## src/rtl/bus_arbiter.sv

```systemverilog
// Round-robin owner arbiter for the shared 8-bit system bus.
// One-cycle turnaround between owners; unlocked owners can be preempted after MAX_HOLD cycles.
module bus_arbiter #(
    parameter int  LANES    = 3,
    parameter int  MAX_HOLD = 8,
    localparam int OWNER_W  = $clog2(LANES)
) (
    input  logic               clk,
    input  logic               rst_n,
    input  logic               freeze,
    input  logic [LANES-1:0]   req,
    input  logic [LANES-1:0]   lock,
    output logic [LANES-1:0]   grant,
    output logic [OWNER_W-1:0] owner,
    output logic               busy,
    output logic               preempt,
    output logic [7:0]         hold_count
);

    typedef enum logic [1:0] {S_IDLE, S_OWNED, S_TURN} state_t;

    state_t             r_state;
    logic [LANES-1:0]   r_grant;
    logic [OWNER_W-1:0] r_owner;
    logic               r_busy;
    logic               r_preempt;
    logic [7:0]         r_hold;
    logic [OWNER_W-1:0] r_last;

    state_t             w_nxt_state;
    logic [LANES-1:0]   w_nxt_grant;
    logic [OWNER_W-1:0] w_nxt_owner;
    logic               w_nxt_busy;
    logic               w_nxt_preempt;
    logic [7:0]         w_nxt_hold;
    logic [OWNER_W-1:0] w_nxt_last;

    logic               w_pick_vld;
    logic [OWNER_W-1:0] w_pick_idx;
    logic               w_own_req;
    logic               w_own_lock;
    logic               w_others;
    logic               w_hold_lim;

    // Scan last+1, last+2, ... wrapping at LANES; first requester wins.
    always_comb begin : pick
        logic [OWNER_W:0] cand;
        w_pick_vld = 1'b0;
        w_pick_idx = '0;
        cand       = '0;
        for (int k = 1; k <= LANES; k++) begin
            cand = {1'b0, r_last} + (OWNER_W+1)'(k);
            if (cand >= (OWNER_W+1)'(LANES))
                cand = cand - (OWNER_W+1)'(LANES);
            if (!w_pick_vld && req[cand[OWNER_W-1:0]]) begin
                w_pick_vld = 1'b1;
                w_pick_idx = cand[OWNER_W-1:0];
            end
        end
    end

    // The registered grant is the owner mask, so it selects the owner's req/lock bits.
    assign w_own_req  = |(req & r_grant);
    assign w_own_lock = |(lock & r_grant);
    assign w_others   = |(req & ~r_grant);
    assign w_hold_lim = (r_hold >= 8'(MAX_HOLD - 1));

    always_comb begin
        w_nxt_state   = r_state;
        w_nxt_grant   = r_grant;
        w_nxt_owner   = r_owner;
        w_nxt_busy    = r_busy;
        w_nxt_preempt = 1'b0;
        w_nxt_hold    = r_hold;
        w_nxt_last    = r_last;
        case (r_state)
            S_OWNED: begin
                w_nxt_hold = (r_hold == 8'hFF) ? r_hold : r_hold + 8'd1;
                if (!w_own_req || (!w_own_lock && w_hold_lim && w_others)) begin
                    // Release takes priority: preempt only fires while the owner still requests.
                    w_nxt_preempt = w_own_req;
                    w_nxt_state   = S_TURN;
                    w_nxt_grant   = '0;
                    w_nxt_owner   = '0;
                    w_nxt_busy    = 1'b0;
                    w_nxt_hold    = '0;
                    w_nxt_last    = r_owner;
                end
            end
            default: begin
                w_nxt_hold = '0;
                if (w_pick_vld) begin
                    w_nxt_state             = S_OWNED;
                    w_nxt_grant             = '0;
                    w_nxt_grant[w_pick_idx] = 1'b1;
                    w_nxt_owner             = w_pick_idx;
                    w_nxt_busy              = 1'b1;
                end else begin
                    w_nxt_state = S_IDLE;
                    w_nxt_grant = '0;
                    w_nxt_owner = '0;
                    w_nxt_busy  = 1'b0;
                end
            end
        endcase
    end

    always_ff @(posedge clk or negedge rst_n) begin
        if (!rst_n) begin
            r_state   <= S_IDLE;
            r_grant   <= '0;
            r_owner   <= '0;
            r_busy    <= 1'b0;
            r_preempt <= 1'b0;
            r_hold    <= '0;
            r_last    <= OWNER_W'(LANES - 1);
        end else if (freeze) begin
            r_preempt <= 1'b0;
        end else begin
            r_state   <= w_nxt_state;
            r_grant   <= w_nxt_grant;
            r_owner   <= w_nxt_owner;
            r_busy    <= w_nxt_busy;
            r_preempt <= w_nxt_preempt;
            r_hold    <= w_nxt_hold;
            r_last    <= w_nxt_last;
        end
    end

    assign grant      = r_grant;
    assign owner      = r_owner;
    assign busy       = r_busy;
    assign preempt    = r_preempt;
    assign hold_count = r_hold;

endmodule

```

## config.mk

```make
export PLATFORM = sky130hd
export DESIGN_NAME = bus_arbiter
export DESIGN_NICKNAME = d
export VERILOG_FILES = /design/src/rtl/bus_arbiter.sv
export SDC_FILE = /design/constraint.sdc
export NUM_CORES = 1
export LEC_CHECK = 0
export BUFFER_PORTS_ARGS = -buffer_cell sky130_fd_sc_hd__buf_2
export CAP_MARGIN = 0
export CELL_PAD_IN_SITES_DETAIL_PLACEMENT = 0
export CELL_PAD_IN_SITES_GLOBAL_PLACEMENT = 1
export CORE_UTILIZATION = 43
export CTS_CLUSTER_DIAMETER = 150
export DETAILED_ROUTE_END_ITERATION = 6
export GPL_ROUTABILITY_DRIVEN = 0
export HOLD_SLACK_MARGIN = 0.1
export PLACE_DENSITY_LB_ADDON = 0.08
export SLEW_MARGIN = 20
export SYNTH_ARGS = -nofsm -noshare
export SYNTH_HDL_FRONTEND = slang
export SYNTH_SLANG_ARGS = --single-unit
```

## constraint.sdc

```tcl
create_clock -name clk -period 4.1 [get_ports clk]
set_input_delay 1.025 -clock clk [delete_from_list [all_inputs] [get_ports clk]]
set_output_delay 1.025 -clock clk [all_outputs]
set_load 0.05 [all_outputs]
```

Word-level counts from Yosys, hierarchy flattened
Cells that the tools add are included.

storage, ports and cells
  register bits after elaboration = 19
  latch bits = 0
  RAM bits = 0
  ROM bits = 0
  input port bits = 9
  output and inout bits = 15
  logic and storage cells = 83
  memories = 0

cells by class
  add/sub/neg operators = 7
  $mul = 0
  divide/modulo/power cells = 0
  magnitude comparators = 9
  equal/unequal tests = 4
  shift-type cells = 0
  multiplexer cells = 35
  bitwise logic cells = 5
  reductions and logical operators = 16

operators by type and width
  cell                 count
  $mux 8               3
  $mux 2               11
  $mux 1               14
  $lt 2x3->1 const B   4
  $and 3x3->3          3
  $ge 3x2->1 const B   3
  $mux 3               3
  $reduce_or 3->1      3
  $add 8x1->8 const B  1
  $eq 8x8->1 const B   1
  $ge 8x3->1 const B   1
  $add 2x2->3 const B  2
  $bmux 1 s2           3
  $sub 2x2->2 const B  3
  $logic_and 1x1->1    5
  $logic_not 1->1      4
  $reduce_and 2->1     2
  $add 2x1->3 const B  1
  $ne 3x3->1 const B   1
  $not 3->3            1
  $reduce_and 3->1     1
  $demux 1 s2          1
  $eq 2x1->1 const B   1
  $ge 2x1->1 const B   1
  other kinds (3)      3

Logic depth before layout (Yosys ltp)
Gate-level depths: netlist of the first run.

  depth in word-level cells = 18
  depth in mapped cells = 7
  gate-level depth less buffers = 7

Worst setup path before layout of the first run
OpenSTA, ideal clock, no wires.

  path type = in2reg
  start = input lock[0]
  end = register r_last[0]
  setup time = 0.125 ns
  data arrival time = 2.330 ns
  required time = 3.975 ns
  path slack = 1.645 ns
  stages = 5
  path buffers = 0
  cells stage by stage = a222oi_1 o31a_1 a21oi_1 or3_4 mux2_4

between the ends
  word-level cells in the longest chain between the ends = 7

ends and longest elaborated chain
  element                            RTL line  text
  start, declared                    12        input logic [LANES-1:0] lock,
  $and 3x3->3                        64        assign w_own_lock = |(lock & r_grant);
  $reduce_or 3->1                    64
  $logic_not 1->1                    79        if (!w_own_req || (!w_own_lock && w_hold_lim && w_others)) begin
  $logic_and 1x1->1 (2 in series)    79
  $logic_or 1x1->1                   79
  $reduce_and 3->1 (no source line)  n/a
  end signal, assigned               116       r_last <= OWNER_W'(LANES - 1);
  end signal, assigned               126       r_last <= w_nxt_last;
  end, declared                      28        logic [OWNER_W-1:0] r_last;

Every way passes these cells.
A chain may end at the register's enable or synchronous reset.

Final worst setup path of the first run
  start = input req[0]
  end = register r_last[0]

between the ends
  word-level cells in the longest chain between the ends = 5
  elaborated cells between the ends (all ways) = 8
  classes of those cells = bitwise: 2; reduce/logical: 6

ends and longest elaborated chain
  element                                               RTL line  text
  start, declared                                       11        input logic [LANES-1:0] req,
  $and 3x3->3, on equally long branches                 63, 65
  $reduce_or 3->1, on equally long branches             63, 65
  $logic_not 1->1 or $logic_and 1x1->1 (tied branches)  79
  $logic_or 1x1->1 (*)                                  79
  $reduce_and 3->1 (no source line) (*)                 n/a

Mark *: on every way between the ends. The rest lies on a longest branch, timed or not.

==> reports/metrics.cfg, run 1 <==
[outcome]
status=completed

[sta]
worst_slew_pin_slew_ns=0.6325
setup_viol=0
rsz0062_at_grt=false
timing.hold.ws_ns=0.5234
finalHoldViolCount=0
final-max-slew-violation-count=0
clock_skew_ns=0.005179
slew_headroom=0.5783
max_freq_ghz=0.4211
final.period_utilization=0.5793
fin_crit_ns=2.375
fin_tns_setup_ns=0

[placed_design]
hpwl_um=1890
numPortBuffers=23
placed_cells=170

[global_route]
antenna_found_initial=0
grt_pass1_vias=874
grt_max_degree=19
grt.overflow.total=0
grt_first_pass_wirelength_um=3981
gr-usage-all-layers=0.2017

[power_and_ir_drop]
p_leak_nw=0.6307
power.density_nw_per_um2=613.9
peakVddDrop_mv=0.4990

[setup_path]
path_max_fanout=5
rr_startpoint=r_last[1]
r2r_end=grant[0]
arrival_ns=2.56
worstSetupPathType=primary input to flop
slowest_stage=a222oi_1
cp.required_ns=4.28
path_cells=buf_2, a222oi_1, a21oi_1, or3_4, mux2_4
r2r_cells=5
slowest_delay_ns=0.61
crit_family=compound AO/OA/AOI/OAI gates
crit_buf_inv=1
critPathLaunchType=primary input
cp-end-kind=flop
timing.reg2reg.setup_slack_ns=2.05

[yosys]
yosysUniqueCellTypes=44
synth.avg_cell_area_um2=9.295
synth_fa_ha_area_frac=0.04525
synth_compound_area_frac=0.2183
synth_edf_count=0
synth_simple_gate_area_frac=0.2455
syn_inst=119
async_reset_ff_frac=1.000
synth-seq-area-share=0.4084
ys.flop_type=dfrtp_1
synth_top_family_by_area=simple AND/OR/NAND/NOR gates
synthXorXnorAreaFrac=0.007919
synth_warnings=0
synth_mux_area_frac=0.03733
syn-num-nets=132
syn_area_um2=1106
ys_seq_elements=18

[floorplanning]
die_h_um=52.72
dieArea_um2=2779
fp.dieW_um=52.72
initial_core_util=0.4506
rows=18
core_um2=2455
io_pins=24

[detailed_routing]
route.detailed.drc=0
vias_per_cell=5.868
wl_per_cell_um=14.29
ant_nets=0
first_iter_violations=37
wirelength_um=2487
dr.pass1.iters=4
routed-via-count=1021

[clock_tree]
clock_latency_ns=0.29
clockBufferDepth=2
cts_root_buf=clkbuf_4
cts_tree=built
hold_buffers=0
cts_resized=0
cts_buffers=3
cts_setup_buffers=0
clkTransAtPathRegs_ns=0.10
htreeDepth=1
cts.sinks=18

[layout]
multi_input_area_um2=613.1
area_delta_synth_final_pct=16.40
fillerInstances=229
regArea_um2=451.7
antenna_cells=0
layout.nets=158
finish.utilization=0.5245
instances_no_fill=174
layout-drive-gt1-share=0.2500

[worst_hold_path]
min_from=owner[1]
holdPathEnd=owner[1]
hold_path_class=flop to flop
whs_path_depth=1

[run]
drv_cap=0

[cell families after synthesis]
kind of cell               count (synthesis)
xor gates and xnor gates                   1
adders and majority gates                  4
AOI/OAI and AO/OA                         32
muxes                                      3
buffers and inverters                     11
and+or+nand+nor                           50
DFF                                       18
[report_power, final]
part | total [mW] | switching [mW] | leakage (nW) | internal [mW]
logic | 0.411 | 0.270 | 0.371 | 0.141
registers | 0.271 | 0.0472 | 0.239 | 0.224
clock network | 0.108 | 0.0541 | 0.0210 | 0.0541
[Yosys cell counts, types with 3 or more instances]
cell type,instances,area share
nand2_1,10,0.034
nor2b_1,5,0.028
a21oi_1,7,0.032
nor2_1,12,0.041
dfrtp_1,17,0.38
inv_1,9,0.031
nand4_1,5,0.028
o21ai_1,3,0.014
nand3_1,3,0.014
ha_1,4,0.045
[worst reg2reg max path, cell delays in order (launching register included)]
cell and delay [ns]:
dfstp_2 0.57, inv_1 0.06, ha_1 0.36, a221oi_1 0.40, mux2_2 0.39, o31ai_1 0.19
[flip-flops by register name (all words and copies together), names as in the netlist]
| name | flops |
|---|---|
| r_last | 2 |
| preempt | 1 |
| r_state | 2 |
| hold_count | 8 |
| owner | 2 |
| grant | 3 |
[layout by cell type, fill, tap and decap left out, types with 2 or more instances in the layout]
cell / instances
buf_2: 23
dfrtp_1: 17
nor2_1: 12
nand2_1: 10
inv_1: 9
a21oi_1: 7
nor2b_1: 5
nand4_1: 5
ha_1: 4
nand3_1: 3
o21ai_1: 3
clkbuf_4: 3
nor3_1: 2
a222oi_1: 2
nor4_1: 2
o21ai_0: 2
a22o_1: 2
mux2_4: 2
a31oi_1: 2
a221o_1: 2
a21o_1: 2
[cell type report]
class                   instances  area share
clock buffers                   4     0.02818
flip-flops and latches         18      0.3508
multi-input cells              90      0.4762
repair buffers                 23     0.08941
inverters                       9     0.02624
well taps                      30     0.02915
[layer usage]
layer | global-route usage | up-vias | share of wire | wire length, um
met5 | 0 | - | 0 | 0
met4 | 0.06579 | 0 | 0 | 0
met3 | 0.05217 | 0 | 0.056 | 139
met2 | 0.2975 | 30 | 0.45 | 1111
met1 | 0.2837 | 496 | 0.50 | 1237
li1 | - | 495 | - | -
[metrics by stage]
stage               worst slack [ns]  instance area, um2  power (mW)
finish                         1.725                1287      0.7904
global route                   1.609                1287      0.8438
CTS                            1.729                1287      0.7964
detailed placement             1.393                1251      0.6843
global placement               1.413                1251      0.6833
floorplan                      1.645                1106      0.5900
[worst max path at each step]
stage | startpoint | end | slack (ns) | cells after the start
2_1_floorplan | lock[0] | r_last[0] | 1.65 | 5
3_3_place_gp | req[0] | r_last[0] | 1.41 | 5
3_5_place_dp | req[0] | r_last[0] | 1.39 | 5
4_1_cts | req[0] | r_last[0] | 1.73 | 5
5_1_grt | req[0] | r_last[0] | 1.61 | 5
6_report | req[0] | r_last[0] | 1.73 | 5
Note: power is estimated with default switching activity, not from simulation.
==> run 2: changes to the inputs <==
- CORE_UTILIZATION: 43 -> 36
- clock period: 4.1 -> 2.1 ns (I/O delays scaled with it)
==> run 2 against run 1 <==
Net effect:
- the flow now finishes with violations (DRC)
- register-to-register slack worse by 1.9 ns
- design area is 3.6% higher
- non-clock buffer count is 6 higher
- clock-buffer cell count stayed put
- highest routed layer is now met4
- critical path depth stayed put
- global-route usage is 2.6 points lower
==> reports/metrics.cfg, run 2 (same netlist as run 1, synthesis figures left out) <==
[power_and_ir_drop]
power.density_nw_per_um2=1199  ; +95%
peakVddDrop_mv=0.5409  ; +8.4%
p_leak_nw=0.6596  ; +4.6%
p_total_mw=1.599  ; +100%

[clock_tree]
clockBufferDepth=2  ; unchanged
cts_setup_buffers=0  ; unchanged
hold_buffers=0  ; unchanged
cts_root_buf=clkbuf_4
clkTransAtPathRegs_ns=0.11  ; about the same
cts_resized=0  ; unchanged
cts_tree=built
cts.sinks=18  ; unchanged
htreeDepth=1  ; unchanged
clock_latency_ns=0.29  ; about the same
cts_buffers=3  ; unchanged

[setup_path]
arrival_ns=2.20  ; -0.36 ns
worstSetupPathType=flop to flop
critPathLaunchType=flop
path_max_fanout=7  ; +2
path_cells=inv_1, ha_1, a221oi_1, mux2_2, o31ai_1
slowest_delay_ns=0.55  ; -0.06 ns
slowest_stage=dfstp_2
cp-end-kind=flop
cp.required_ns=2.31  ; -1.97 ns

[layout]
final_cell_mix=23 x buf_2, 17 x dfrtp_1, 12 x nor2_1
area_delta_synth_final_pct=20.59
layout.nets=164  ; +3.8%
final_common_cell=buf_2
largest_reg_flops=8  ; unchanged
layout-drive-gt1-share=0.2800  ; +0.03000
antenna_cells=0  ; unchanged
instances_no_fill=181  ; +4.0%
fillerInstances=292  ; +28%

[floorplanning]
initial_core_util=0.3910  ; -0.05958
fp.dieW_um=57.43  ; +8.9%
rows=19  ; +1
dieArea_um2=3298  ; +19%
core_um2=2829  ; +15%
die_h_um=57.43  ; +8.9%
io_pins=24  ; unchanged

[sta]
fin_ws_ns=0.1176  ; -1.608 ns
fin_tns_setup_ns=0  ; unchanged
final-max-slew-violation-count=0  ; unchanged
fin_crit_ns=1.982
clock_skew_ns=0.008287  ; +0.003107 ns
worst_slew_pin_slew_ns=0.4139  ; -0.2186 ns
rsz0062_at_grt=false
max_freq_ghz=0.5044
final.period_utilization=0.9440
slew_headroom=0.7241  ; +0.1457
finalHoldViolCount=0  ; unchanged
setup_viol=0  ; unchanged

[detailed_routing]
first_iter_violations=46  ; +24%
wl_per_cell_um=14.61  ; +2.2%
wirelength_um=2644  ; +6.3%
vias_per_cell=5.597  ; -4.6%
route.detailed.drc=3  ; +3
ant_nets=0  ; unchanged
routed-via-count=1013  ; -0.78%
dr.pass1.iters=7  ; +3

[outcome]
violations=DRC
status=complete, but fails checks

[placed_design]
placed_cells=177  ; +4.1%
numPortBuffers=23  ; unchanged
post-place-ws_ns=0.06891  ; -1.324 ns
hpwl_um=1996  ; +5.6%

[global_route]
grt_max_degree=19  ; unchanged
grt_pass1_vias=957  ; +9.5%
grt_first_pass_wirelength_um=4395  ; +10%
use_met3=0.04762  ; -0.004555
use_met1=0.2475  ; -0.03618
grt.overflow.total=0  ; unchanged
antenna_found_initial=0  ; unchanged
gr-usage-all-layers=0.1758  ; -0.02593
use_met2=0.2641  ; -0.03335
busiest_layer=met2

[run]
drv_cap=0  ; unchanged

[worst_hold_path]
hold_path_class=primary input to async pin

## run 2: path summary, 6_finish.rpt
path                                  from       endpoint  slack, ns  depth (start not counted)
worst min-delay path                 rst_n  hold_count[6]       0.14                          1
worst max register to register   r_last[1]       grant[0]       0.12                          5
worst min register to register  r_state[1]     r_state[1]       0.53                          2
min in group clk                r_state[1]     r_state[1]       0.53                          2
worst max-delay path             r_last[1]       grant[0]       0.12                          5
max in group asynchronous            rst_n      r_last[1]       1.63                          1
## run 2: power by group
group          internal (mW)  leakage (nW)  total (mW)  switching, mW
clock network          0.106        0.0210       0.213          0.107
logic                  0.315         0.400       0.853          0.538
registers              0.436         0.239       0.533         0.0970
## run 2: final cells by class
| cell class | instances | area, um2 | share of cell area |
|---|---|---|---|
| clock buffers | 4 | 36.28 | 0.02720 |
| flip-flops and latches | 18 | 451.7 | 0.3386 |
| repair buffers | 29 | 160.2 | 0.1201 |
| multi-input cells | 90 | 613.1 | 0.4597 |
| well taps | 31 | 38.79 | 0.02908 |
| inverters | 9 | 33.78 | 0.02533 |
## run 2: metrics by stage
stage,hold WS [ns],area (um2),util
floorplan,0.2294,1106,-
detailed placement,0.4822,1297,0.4586
CTS,0.1420,1334,0.4715
finish,0.1365,1334,0.4715
global route,0.1487,1334,0.4715
global placement,0.4810,1297,0.4586
## run 2: critical path, delay by kind of cell, from the launching register on
family / cells / cell delay [ns]
flip-flops: 1 / 0.55
multiplexers: 1 / 0.39
AO/OA/AOI/OAI: 2 / 0.56
adder cells (fa/ha/maj): 1 / 0.35
buffers and inverters: 1 / 0.06
## run 2: per-layer routing
metal	part of all wire	wire, um
met3	0.055	145
met5	0	0
met2	0.43	1133
met4	0.0087	23
met1	0.51	1342
==> run 3: changes to the inputs <==
- CORE_UTILIZATION: 36 -> 40
- PLACE_DENSITY: not set -> 0.9
- PLACE_DENSITY_LB_ADDON: 0.08 -> not set
- SETUP_SLACK_MARGIN: not set -> 0.3
- clock period: 2.1 -> 1.9 ns (I/O delays scaled with it)
==> run 3 against run 2 <==
Net effect:
- the run now ends clean
- non-clock buffer count up 9
- setup slack lost 0.084 ns
- design area is 16% higher
- critical path depth rose by 2
- register-to-register slack got worse by 0.08 ns
- sequential share of layout area decreased by 3.7 points
==> reports/metrics.cfg, run 3 (same netlist as run 1, synthesis figures left out) <==
[layout]
finalInstanceArea_um2=1541  ; +16%
final_common_cell=buf_2
layout-drive-gt1-share=0.5157  ; +0.2357
area_delta_synth_final_pct=39.37
largest_reg_flops=8  ; unchanged
antenna_cells=0  ; unchanged
layout.nets=173  ; +5.5%
instances_no_fill=189  ; +4.4%
final_cell_mix=23 x buf_2, 13 x buf_4, 11 x nor2_1, 11 x dfrtp_2, 8 x nand2_1

[sta]
rsz0062_at_grt=true
setup_viol=0  ; unchanged
max_freq_ghz=0.5356  ; +6.2%
fin_crit_ns=1.867  ; -0.1155 ns
clock_skew_ns=0.01914  ; +0.01086 ns
final-max-slew-violation-count=0  ; unchanged
fin_ws_ns=0.03310  ; -0.08446 ns
slew_headroom=0.7214  ; -0.002644
finalHoldViolCount=0  ; unchanged
worst_slew_pin_slew_ns=0.4179  ; +0.003966 ns
final.period_utilization=0.9826  ; +0.03856

[setup_path]
crit_buf_inv=2  ; +1
path_cells=inv_2, ha_4, nor4b_1, o21ai_1, o21ai_1, buf_4, a22o_1
slowest_delay_ns=0.57  ; +0.02 ns
cpMostUsedCell=o21ai_1
critPathLaunchType=flop
path_max_fanout=7  ; unchanged
arrival_ns=2.04  ; -0.16 ns
worstSetupPathType=flop to flop
cp-end-kind=flop
cp.required_ns=2.08  ; -0.23 ns
slowest_stage=dfstp_2
crit_family=flip-flops

[global_route]
antenna_found_initial=0  ; unchanged
grt.overflow.total=0  ; unchanged
grt_max_degree=19  ; unchanged
grt_first_pass_wirelength_um=3912  ; -11%
gr-usage-all-layers=0.1900  ; +0.01427
grt_pass1_vias=863  ; -9.8%

[clock_tree]
cts_buffers=3  ; unchanged
cts.sinks=18  ; unchanged
clkTransAtPathRegs_ns=0.09  ; -0.02 ns
clockBufferDepth=2  ; unchanged
clock_latency_ns=0.30  ; about the same
htreeDepth=1  ; unchanged
cts_root_buf=clkbuf_4
cts_tree=built

[power_and_ir_drop]
peakVddDrop_mv=0.9943  ; +84%
power.density_nw_per_um2=1319  ; +10%
p_total_mw=2.034  ; +27%
p_leak_nw=0.7207  ; +9.3%

[placed_design]
hpwl_um=1964  ; -1.6%
dpl_cell_area_um2=1359  ; +4.7%
post-place-ws_ns=-0.08395  ; -0.1529 ns
placed_cells=178  ; +0.56%
numPortBuffers=23  ; unchanged

[detailed_routing]
routed-via-count=1075  ; +6.1%
dr.pass1.iters=4  ; -3
wirelength_um=2904  ; +9.8%
vias_per_cell=5.688  ; +1.6%
wl_per_cell_um=15.37  ; +5.2%
route.detailed.drc=0  ; -3
ant_nets=0  ; unchanged
first_iter_violations=28  ; -39%

[floorplanning]
die_h_um=54.59  ; -5.0%
fp.dieW_um=54.59  ; -5.0%
initial_core_util=0.4346  ; +0.04363
io_pins=24  ; unchanged
rows=18  ; -1
dieArea_um2=2980  ; -9.7%
core_um2=2545  ; -10%

[worst_hold_path]
hold_path_class=primary input to flop

[run]
drv_cap=0  ; unchanged

[outcome]
status=completed

==> run 3: cell type report <==
class / count / area, um2
sequential: 18 / 465.4
timing repair buffer: 38 / 234.0
clock buffer: 4 / 26.28
fill: 223 / 1003
tap: 30 / 37.54
multi-input combinational: 90 / 744.5
inverter: 9 / 33.78
==> run 3: through the flow <==
stage / TNS, ns / util / hold slack [ns]
after floorplan: -0.1099 / - / 0.1794
after global placement: -0.2061 / 0.5339 / 0.4209
after detailed placement: -0.4519 / 0.5339 / 0.4253
after CTS: 0 / 0.5639 / 0.4793
after global routing: -0.05820 / 0.6057 / 0.4956
final: 0 / 0.6057 / 0.5021
==> run 3: metal layers <==
layer / GRT usage / vias to the layer above / routed length (um)
li1: - / 520 / -
met1: 0.2526 / 521 / 1257
met2: 0.2952 / 28 / 1458
met3: 0.06389 / 6 / 131
met4: 0.04274 / 0 / 56
met5: 0 / - / 0
==> run 3: worst min-delay path, cell delays in order <==
cell     delay, ns
buf_2         0.14
nand2_1       0.09
nand2_2       0.04
==> run 3: path summary, 6_finish.rpt <==
check	from	end	slack, ns	depth (start not counted)
worst max-delay path	r_last[1]	owner[0]	0.03	7
worst min-delay path	freeze	r_state[1]	0.50	3
worst max register to register	r_last[1]	owner[0]	0.03	7
worst min register to register	owner[1]	owner[1]	0.54	1
max in group asynchronous	rst_n	r_last[1]	0.94	2
min in group asynchronous	rst_n	hold_count[4]	0.61	2
==> run 3: repair_timing <==
item,in CTS,in global routing
resized for setup,6,16
endpoints found under the setup margin,14,18
setup buffers,3,3
hold endpoints to repair,9,0
hold buffers,1,0
pin swaps,4,7
==> run 3: power by group <==
group	internal, mW	switching, mW	leakage [nW]	total, mW
logic	0.512	0.723	0.483	1.24
registers	0.494	0.105	0.223	0.599
clock network	0.0817	0.118	0.0150	0.199
